--- config.mk ---
export PLATFORM = sky130hd
export DESIGN_NAME = mem_bus_arbiter
export DESIGN_NICKNAME = d
export VERILOG_FILES = /design/src/rtl/mem_bus_arbiter.sv
export SDC_FILE = /design/constraint.sdc
export NUM_CORES = 1
export LEC_CHECK = 0
export BUFFER_PORTS_ARGS = -buffer_cell sky130_fd_sc_hd__buf_2
export CAP_MARGIN = 0
export CORE_AREA = 8 8 194 196
export CTS_BUF_LIST = sky130_fd_sc_hd__clkbuf_4
export CTS_CLUSTER_DIAMETER = 200
export DETAILED_ROUTE_END_ITERATION = 7
export DIE_AREA = 0 0 202 204
export GPL_TIMING_DRIVEN = 0
export SETUP_SLACK_MARGIN = 0.3
export SLEW_MARGIN = 5
export SYNTH_ARGS = -nofsm -noshare
export SYNTH_HDL_FRONTEND = slang
export SYNTH_SLANG_ARGS = --single-unit
--- constraint.sdc ---
create_clock -name clk -period 3.4 [get_ports clk]
set_input_delay 0 -clock clk [delete_from_list [all_inputs] [get_ports clk]]
set_output_delay 0 -clock clk [all_outputs]
set_load 0.005 [all_outputs]
--- src/rtl/mem_bus_arbiter.sv ---
// Shares one memory port between the ibus (fetch) and dbus (memory stage).
// dbus has priority, bounded by STARVE_LIMIT back-to-back grants while ibus waits.
module mem_bus_arbiter #(
   parameter int STARVE_LIMIT = 4
) (
   input  logic        clk,
   input  logic        reset,
   input  logic        i_valid,
   input  logic [63:0] i_addr,
   output logic        i_addr_ok,
   output logic        i_data_ok,
   output logic [31:0] i_data,
   input  logic        d_valid,
   input  logic [63:0] d_addr,
   input  logic [2:0]  d_size,
   input  logic [7:0]  d_strobe,
   input  logic [63:0] d_wdata,
   output logic        d_addr_ok,
   output logic        d_data_ok,
   output logic [63:0] d_rdata,
   output logic        m_valid,
   output logic [63:0] m_addr,
   output logic [2:0]  m_size,
   output logic [7:0]  m_strobe,
   output logic [63:0] m_wdata,
   input  logic        m_addr_ok,
   input  logic        m_data_ok,
   input  logic [63:0] m_rdata,
   output logic [1:0]  grant
);
   localparam int SW = $clog2(STARVE_LIMIT + 1);

   typedef enum logic [2:0] {IDLE, ADDR_I, DATA_I, ADDR_D, DATA_D} state_t;

   typedef struct packed {
      logic [63:0] addr;
      logic [2:0]  size;
      logic [7:0]  strobe;
      logic [63:0] wdata;
   } mreq_t;

   state_t        state, state_nxt;
   logic [SW-1:0] d_streak;
   logic          i_word_hi;
   logic          pick_d, pick_i;
   mreq_t         mreq;

   // ibus is forced only once dbus has used up its streak while fetch waited
   always_comb begin
      pick_d = d_valid && !(i_valid && (d_streak == SW'(STARVE_LIMIT)));
      pick_i = !pick_d && i_valid;
   end

   always_ff @(posedge clk or negedge reset) begin
      if (!reset) state <= IDLE;
      else        state <= state_nxt;
   end

   always_comb begin
      state_nxt = state;
      case (state)
         IDLE:    if (pick_d) state_nxt = ADDR_D;
                  else if (pick_i) state_nxt = ADDR_I;
         ADDR_I:  if (m_addr_ok) state_nxt = m_data_ok ? IDLE : DATA_I;
         DATA_I:  if (m_data_ok) state_nxt = IDLE;
         ADDR_D:  if (m_addr_ok) state_nxt = m_data_ok ? IDLE : DATA_D;
         DATA_D:  if (m_data_ok) state_nxt = IDLE;
         default: state_nxt = IDLE;
      endcase
   end

   always_comb begin
      grant     = 2'b00;
      m_valid   = 1'b0;
      i_addr_ok = 1'b0;
      i_data_ok = 1'b0;
      d_addr_ok = 1'b0;
      d_data_ok = 1'b0;
      case (state)
         ADDR_I: begin
            grant     = 2'b01;
            m_valid   = 1'b1;
            i_addr_ok = m_addr_ok;
            i_data_ok = m_addr_ok && m_data_ok;
         end
         DATA_I: begin
            grant     = 2'b01;
            i_data_ok = m_data_ok;
         end
         ADDR_D: begin
            grant     = 2'b10;
            m_valid   = 1'b1;
            d_addr_ok = m_addr_ok;
            d_data_ok = m_addr_ok && m_data_ok;
         end
         DATA_D: begin
            grant     = 2'b10;
            d_data_ok = m_data_ok;
         end
         default: ;
      endcase
   end

   always_comb begin
      i_data  = i_data_ok ? (i_word_hi ? m_rdata[63:32] : m_rdata[31:0]) : 32'd0;
      d_rdata = d_data_ok ? m_rdata : 64'd0;
   end

   always_ff @(posedge clk or negedge reset) begin
      if (!reset) begin
         mreq      <= '0;
         i_word_hi <= 1'b0;
         d_streak  <= '0;
      end else if (state == IDLE) begin
         if (pick_d) begin
            mreq <= '{addr: d_addr, size: d_size, strobe: d_strobe, wdata: d_wdata};
            if (!i_valid)
               d_streak <= '0;
            else if (d_streak != SW'(STARVE_LIMIT))
               d_streak <= d_streak + 1'b1;
         end else if (pick_i) begin
            mreq      <= '{addr: i_addr, size: 3'b010, strobe: 8'd0, wdata: 64'd0};
            i_word_hi <= i_addr[2];
            d_streak  <= '0;
         end
      end
   end

   assign m_addr   = mreq.addr;
   assign m_size   = mreq.size;
   assign m_strobe = mreq.strobe;
   assign m_wdata  = mreq.wdata;

endmodule

### Word level (Yosys, flattened, before mapping)

Cells that the tools add are included.

| word-level totals | value |
|---|---|
| bits in registers | 146 |
| word-level logic and storage cells | 59 |

| cells by class | value |
|---|---|
| reductions and logical operators | 16 |
| $add $sub $neg | 1 |
| equality and inequality tests | 11 |
| bitwise operators | 1 |
| mux-type cells | 23 |

Operators with widths:

| kind | number |
|---|---|
| $mux 139 | 2 |
| $mux 32 | 2 |
| $mux 64 | 1 |
| $mux 3 | 10 |
| $pmux 3 s4 | 1 |
| $reduce_or 2->1 | 4 |
| $eq 3x2->1 const B | 2 |
| $eq 3x3->1 const B | 2 |
| $ne 3x3->1 const B | 2 |
| $reduce_and 3->1 | 2 |
| $logic_and 1x1->1 | 4 |
| $ne 2x2->1 const B | 2 |
| $pmux 1 s2 | 2 |
| $pmux 2 s2 | 1 |
| $reduce_and 4->1 | 1 |
| $add 3x1->3 const B | 1 |
| $eq 3x1->1 const B | 1 |
| $logic_not 3->1 | 1 |
| $mux 1 | 3 |
| $ne 3x2->1 const B | 1 |
| $logic_not 1->1 | 2 |
| $mux 2 | 1 |
| $ne 2x1->1 const B | 1 |
| $reduce_and 2->1 | 1 |
| other kinds (2) | 2 |

### Longest topological paths before layout

Gate-level depths: netlist of the first run.

| logic depth | value |
|---|---|
| depth after elaboration | 9 |
| gate-level depth with buffers | 7 |
| mapped depth without buffers | 5 |

### Worst setup path before layout of the first run

No wires, ideal clock.

| path | value |
|---|---|
| path type | reg-to-reg |
| from | register state[1] |
| to | register mreq, in the netlist m_addr[0] |
| required time | 3.279 ns |
| path slack | 1.667 ns |
| library setup time | 0.121 ns |
| stages on the path, launching flop included | 7 |
| arrival | 1.612 ns |
| cells stage by stage | dfrtp_1 > buf_2 > or3_4 > buf_6 > buf_6 > a311o_1 > o22a_1 |

| on the way | value |
|---|---|
| longest elaborated chain between the ends | 2 |

RTL lines:

| what | RTL line | text |
|---|---|---|
| start: declaration | 42 | `state_t state, state_nxt;` |
| start signal: assignment | 56 | `else state <= state_nxt;` |
| $logic_not 3->1 | 114 | `end else if (state == IDLE) begin` |
| $reduce_and 2->1 (no line) | - |  |
| end signal: assignment | 116 | `mreq <= '{addr: d_addr, size: d_size, strobe: d_strobe, wdata: d_wdata};` |
| end signal: assignment | 122 | `mreq <= '{addr: i_addr, size: 3'b010, strobe: 8'd0, wdata: 64'd0};` |
| end: declaration | 46 | `mreq_t mreq;` |

Every way passes these cells.
A chain may end at the register's enable or synchronous reset.

### Worst setup path in the final report of the first run

| path | value |
|---|---|
| from | register state[1] |
| to | register mreq, in the netlist m_addr[18] |

The elaborated chain is that of the path after synthesis.

==> results.py, run 1 <==
metrics = {
    "status": {
        "status": "complete, no violations",
    },
    "cts": {
        "cts_tree": "built",
        "clock_sink_count": 146,
        "cts_setup_buffers": 0,
        "htree_levels": 4,
        "insertion_delay_ns": 0.56,
        "clkSlewWorstSetupHoldPaths_ns": 0.15,
        "cts-root-buf": "clkbuf_4",
        "clock_path_buffers": 2,
        "cts_buffers": 17,
    },
    "timing": {
        "fin_crit_sh": 0.8287,
        "setup_viol": 0,
        "rsz0062_at_grt": "false",
        "clock_skew_ns": 0.02797,
        "maxClockFrequency_mhz": 354.9,
        "fin_crit_ns": 2.818,
        "hold_viol_final": 0,
        "tightestPinTransition_ns": 0.7651,
        "maxSlewHeadroom": 0.4900,
        "drv_slew": 0,
    },
    "floorplanning": {
        "dieHeight_um": 204,
        "rows": 69,
        "die_x_um": 202,
        "core_mm2": 0.03479,
        "start_util": 0.2157,
        "pin_count": 515,
        "die-area_mm2": 0.04121,
    },
    "critical_path": {
        "crit_chain": "buf_2 > or3_4 > nor2_1 > buf_2 > buf_4 > o22a_1 > dlygate4sd3_1",
        "critPathTopFamily": "buffers and inverters",
        "critPathBufInv": 4,
        "crit_path_max_fanout": 10,
        "critPathLaunchType": "flip-flop",
        "rr_worst_depth": 7,
        "critical_path_required_ns": 3.88,
        "cp.arrival_ns": 3.30,
        "crit_path_end_kind": "flip-flop",
        "crit_slowest_cell": "dlygate4sd3_1",
        "cp_slowest_stage_delay_ns": 0.55,
        "cpMostUsedCell": "buf_2",
        "worst-path-stages": 7,
        "path_class": "flip-flop to flip-flop",
    },
    "routing": {
        "ant_nets": 0,
        "vias_per_cell": 4.715,
        "drcViolationCount": 0,
        "dr.first_iter.drc_count": 427,
        "vias": 8912,
        "firstDrtPassIters": 5,
        "wl_per_cell_um": 20.95,
        "wirelength_um": 39590,
    },
    "synthesis": {
        "avgSynthCellArea_um2": 11.24,
        "ys_warn_count": 0,
        "synthArstFlopShare": 1.000,
        "yosys.area_share.xor_xnor": 0.001167,
        "synth.area.top_cells": "dfrtp_1, a22o_1, a311o_1",
        "synthTopCellsByCount": "dfrtp_1, a22o_1, o22a_1",
        "synth_compound_area_frac": 0.3222,
        "synth_nets": 943,
        "ys_types": 38,
        "synthSimpleGateAreaFrac": 0.08818,
        "synth_most_common_cell": "dfrtp_1",
        "ys_ff_latch": 146,
        "synth-edff-count": 0,
        "syn_inst": 668,
        "ys_seq_area_frac": 0.4867,
        "synth_top_flop_cell": "dfrtp_1",
        "synth_area_mm2": 0.007506,
        "synthAdderAreaFrac": 0.003334,
        "synth_top_cell_area_share": 0.4867,
        "synth_top_cell_by_area": "dfrtp_1",
        "synth_top_family_by_area": "compound AO/OA/AOI/OAI gates",
        "muxShareOfSynthArea": 0.04417,
    },
    "global_route": {
        "antenna_found_initial": 7,
        "grt_max_degree": 92,
        "grt_pass1_vias": 10060,
        "grt-ovfl-total": 0,
        "grt_first_pass_wirelength_um": 59240,
        "globalRouteTotalUtil": 0.1835,
    },
    "layout": {
        "finalNonFillerCells": 1890,
        "fill_cells": 3514,
        "layout-drive-gt1-share": 0.4052,
        "syn2layout_area_growth_pct": 74.51,
        "nNetsFinal": 1687,
    },
    "pwr": {
        "p_leak_nw": 6.439,
        "ir_drop_mv": 0.2548,
        "powerDensity_mw_per_mm2": 702.8,
        "p_total_w": 0.009206,
    },
    "placed_design": {
        "place_congestion": 0.9387,
        "dp.cells": 1644,
        "dp_hpwl_um": 30130,
        "io_buffers": 514,
    },
    "flow_run": {
        "drv_cap": 0,
    },
    "hold_path": {
        "hold_class": "input port to flip-flop",
        "min_path_cells": 4,
    },
}
tightest hold or removal path, delay by kind of cell:
kind / cells / cell delay, ns
buffers and inverters: 2 / 0.26
multiplexers: 1 / 0.18
AO/OA/AOI/OAI: 1 / 0.25
cells by family (layout without fill, tap and decap cells):
group	count (synthesis)	after routing
AO/OA/AOI/OAI	279	279
other	0	5
buffers and inverters	87	843
multiplexers	33	33
flip-flops	146	146
XOR/XNOR	1	1
AND/OR/NAND/NOR	120	120
adder cells (fa/ha/maj)	2	2
report_power, final:
part	leakage (nW)	internal, W	total [W]	switching (W)
clock network	0.142	0.000384	0.00113	0.000751
registers	1.76	0.00251	0.00295	0.000434
logic	4.53	0.00283	0.00512	0.00230
area by class of cell:
type | instances | area (um^2) | area share
buffer | 81 | 386.6 | 0.02952
clock inverter | 14 | 143.9 | 0.01098
tap | 461 | 576.8 | 0.04403
inverter | 6 | 22.52 | 0.001719
clock buffer | 17 | 127.6 | 0.009743
sequential | 146 | 3654 | 0.2789
multi-input combinational | 435 | 3446 | 0.2631
timing repair buffer | 725 | 4730 | 0.3611
antenna | 5 | 12.51 | 0.0009552
flip-flops by register name, indices dropped and copies added (netlist names):
| register | flops |
|---|---|
| state | 3 |
| m_addr | 64 |
| m_wdata | 64 |
| m_strobe | 8 |
| i_word_hi | 1 |
| m_size | 3 |
| d_streak | 3 |
metrics by stage:
stage               TNS [ns]  hold WS [ns]  setup slack [ns]  utilization  instance area [um^2]
CTS                        0       0.05571            0.4813       0.3761                 13080
detailed placement         0      -0.04000            0.6777       0.3073                 10690
floorplan                  0       -0.2956             1.667            -                  7506
global placement      -4.230        0.2003          -0.04473       0.3063                 10660
global route               0       0.08939            0.3804       0.3765                 13100
finish                     0        0.1522            0.5824       0.3765                 13100
routing by layer:
metal  share of wire  routed length, um  vias up  GRT usage
met5               0                  0        -          0
met4           0.044               1745        0    0.08688
met3           0.065               2582       73    0.05278
met2            0.51              20380      404     0.3333
met1            0.38              14890     4387     0.1936
li1                -                  -     4048          -
timing repair:
item | in CTS | in global routing
resized for setup | 0 | 4
endpoints found under the setup margin | 0 | 6
hold buffers | 210 | 0
endpoints found under the hold margin | 292 | 0
path summary, 6_finish.rpt:
| path | from | end | slack (ns) |
|---|---|---|---|
| min in group asynchronous | reset | m_wdata[5] | 0.59 |
| min reg2reg | m_wdata[46] | m_wdata[46] | 0.52 |
| max in group asynchronous | reset | m_addr[19] | 2.34 |
| max reg2reg | state[1] | m_addr[18] | 0.58 |
| min | d_valid | i_word_hi | 0.15 |
| max | state[1] | m_addr[18] | 0.58 |
cells in the final DEF (no fill, tap or decap), types with 5 or more instances in the layout:
| cell | n |
|---|---|
| nor2_1 | 38 |
| o22a_1 | 65 |
| dfrtp_1 | 146 |
| mux2i_1 | 32 |
| buf_6 | 7 |
| buf_2 | 528 |
| and2_1 | 64 |
| diode_2 | 5 |
| inv_6 | 5 |
| clkbuf_1 | 51 |
| clkbuf_4 | 17 |
| a311o_1 | 64 |
| dlygate4sd3_1 | 209 |
| a22o_1 | 74 |
| a21boi_0 | 64 |
| inv_1 | 6 |
(Power assumes the default switching activity.)
==> run 2: changes to the inputs <==
Settings changed: CORE_AREA 8 8 194 196 to 8 8 196 198, DIE_AREA 0 0 202 204 to 0 0 204 206.
Clock period 3.4 ns to 2.5 ns, I/O delays scaled along.
==> results.py, run 2 (synthesis gave the netlist of run 1 again) <==
metrics = {
    "status": {
        "status": "complete, no violations",
    },
    "routing": {
        "firstDrtPassIters": 5,
        "dr.first_iter.drc_count": 493,
        "ant_nets": 0,
        "vias_per_cell": 4.745,
        "drcViolationCount": 0,
        "wl_per_cell_um": 22.09,
        "vias": 9063,
        "wirelength_um": 42200,
    },
    "hold_path": {
        "hold_class": "input port to flip-flop",
    },
    "critical_path": {
        "crit_path_end_kind": "output port",
        "crit_path_max_fanout": 6,
        "cp.arrival_ns": 2.15,
        "critPathBufInv": 4,
        "worst-r2r-setup-slack_ns": 0.40,
        "r2r_start": "state[1]",
        "crit_start": "state[1]",
        "rr_worst_depth": 6,
        "cp_slowest_stage_delay_ns": 0.42,
        "critPathTopFamily": "buffers and inverters",
        "crit_slowest_cell": "dfrtp_1",
        "critical_path_required_ns": 2.50,
        "crit_end": "d_rdata[23]",
        "path_class": "flip-flop to output port",
        "worst_r2r_endpoint": "m_addr[13]",
        "worst-path-stages": 7,
        "crit_chain": "buf_6 > and4b_1 > o21a_4 > buf_12 > buf_8 > and2_1 > buf_2",
        "critPathLaunchType": "flip-flop",
    },
    "timing": {
        "drv_slew": 0,
        "fin_crit_ns": 2.153,
        "clock_skew_ns": 0.02021,
        "hold_viol_final": 0,
        "fin_crit_sh": 0.8611,
        "maxSlewHeadroom": 0.4992,
        "rsz0062_at_grt": "true",
        "tightestPinTransition_ns": 0.7512,
        "fin_setup_tns_ns": 0,
        "setup_viol": 0,
        "maxClockFrequency_mhz": 464.5,
    },
    "pwr": {
        "ir_drop_mv": 0.4650,
        "powerDensity_mw_per_mm2": 862.0,
        "p_leak_nw": 6.788,
    },
    "cts": {
        "clkSlewWorstSetupHoldPaths_ns": 0.15,
        "clock_path_buffers": 2,
        "cts_tree": "built",
        "insertion_delay_ns": 0.55,
        "htree_levels": 4,
        "cts-root-buf": "clkbuf_4",
        "clock_sink_count": 146,
        "cts_buffers": 17,
    },
    "global_route": {
        "grt_max_degree": 76,
        "globalRouteTotalUtil": 0.1871,
        "grt_first_pass_wirelength_um": 60610,
        "antenna_found_initial": 12,
        "grt-ovfl-total": 0,
        "grt_pass1_vias": 9971,
    },
    "layout": {
        "mostFrequentLayoutCell": "buf_2",
        "layout-drive-gt1-share": 0.4719,
        "nNetsFinal": 1703,
        "syn2layout_area_growth_pct": 85.35,
        "layout_common_cells": "buf_2, dlygate4sd3_1, dfrtp_1",
        "fin_area_mm2": 0.01391,
        "fill_cells": 3398,
    },
    "floorplanning": {
        "core_mm2": 0.03522,
        "dieHeight_um": 206,
        "rows": 69,
        "start_util": 0.2131,
        "die_x_um": 204,
        "pin_count": 515,
        "die-area_mm2": 0.04202,
    },
    "placed_design": {
        "dp_hpwl_um": 31230,
        "place_congestion": 0.9339,
        "io_buffers": 514,
        "place_area_mm2": 0.01069,
    },
    "flow_run": {
        "drv_cap": 0,
    },
}
## run 2: changes by cell type in the layout (fill, tap and decap cells not counted), moves of 5 or more
cell,before,now
and2_1,64,14
and2_4,0,50
buf_2,528,480
buf_4,2,13
buf_6,7,60
buf_8,1,8
clkbuf_1,51,27
clkbuf_2,3,14
clkbuf_4,17,22
## run 2: timing repair
item / in CTS / in global routing
pin swaps: 21 / 30
cloned: 4 / 4
gates resized for setup: 103 / 95
hold buffers: 209 / 0
endpoints found under the setup margin: 220 / 200
endpoints found under the hold margin: 292 / 0
setup buffers: 6 / 3
## run 2: where the power goes
group / leakage [nW] / switching [W] / internal [W] / total (W)
Combinational: 4.88 / 0.00308 / 0.00336 / 0.00643
Sequential: 1.76 / 0.000582 / 0.00342 / 0.00400
Clock: 0.143 / 0.00103 / 0.000525 / 0.00156
## run 2: through the flow
| stage | instances | hold WS [ns] | total power [W] | utilization | setup slack, ns |
|---|---|---|---|---|---|
| after detailed placement | 1644 | 0.001421 | 0.009811 | 0.3036 | -0.4085 |
| after CTS | 1895 | 0.04662 | 0.01194 | 0.3838 | 0.2405 |
| final | 1910 | 0.1280 | 0.01199 | 0.3950 | 0.3472 |
| after floorplan | 668 | -0.2956 | 0.007146 | - | 0.7672 |
| after global routing | 1910 | 0.08654 | 0.01280 | 0.3950 | 0.2056 |
| after global placement | 1643 | 0.2063 | 0.009702 | 0.3025 | -0.9634 |
## run 2: worst min-delay path by stage
stage / start / to / slack (ns) / cells past startpoint
global route: d_valid / i_word_hi / 0.09 / 4
global placement: m_data_ok / state[2] / 0.21 / 2
detailed placement: reset / m_addr[40] / 0.001 / 1
finish: d_valid / i_word_hi / 0.13 / 4
CTS: d_valid / i_word_hi / 0.05 / 4
floorplan: reset / d_streak[0] / -0.30 / 0
## run 2: worst register-to-register path, delay by kind of cell, from the launching register on
kind                   cells  cell delay, ns
and+or+nand+nor            2            0.70
AOI/OAI and AO/OA          1            0.17
DFF                        1            0.42
buffers and inverters      3            0.76
## run 2: layout make-up
class	count	area, um^2	share of cell area
Sequential cell	146	3655	0.2627
Multi-Input combinational cell	435	3630	0.2609
Tap cell	461	576.8	0.04146
Timing Repair Buffer	741	5207	0.3743
Inverter	6	22.52	0.001619
Clock inverter	15	147.6	0.01061
Clock buffer	17	127.6	0.009173
Buffer	81	525.5	0.03777
Antenna cell	8	20.02	0.001439
## run 2: metal layers
metal  routed length (um)  up-vias  GRT usage
li1                     -     4091          -
met1                15410     4401     0.1998
met2                21950      500     0.3362
met3                 3338       71    0.05674
met4                 1493        0    0.08537
met5                    0        -          0
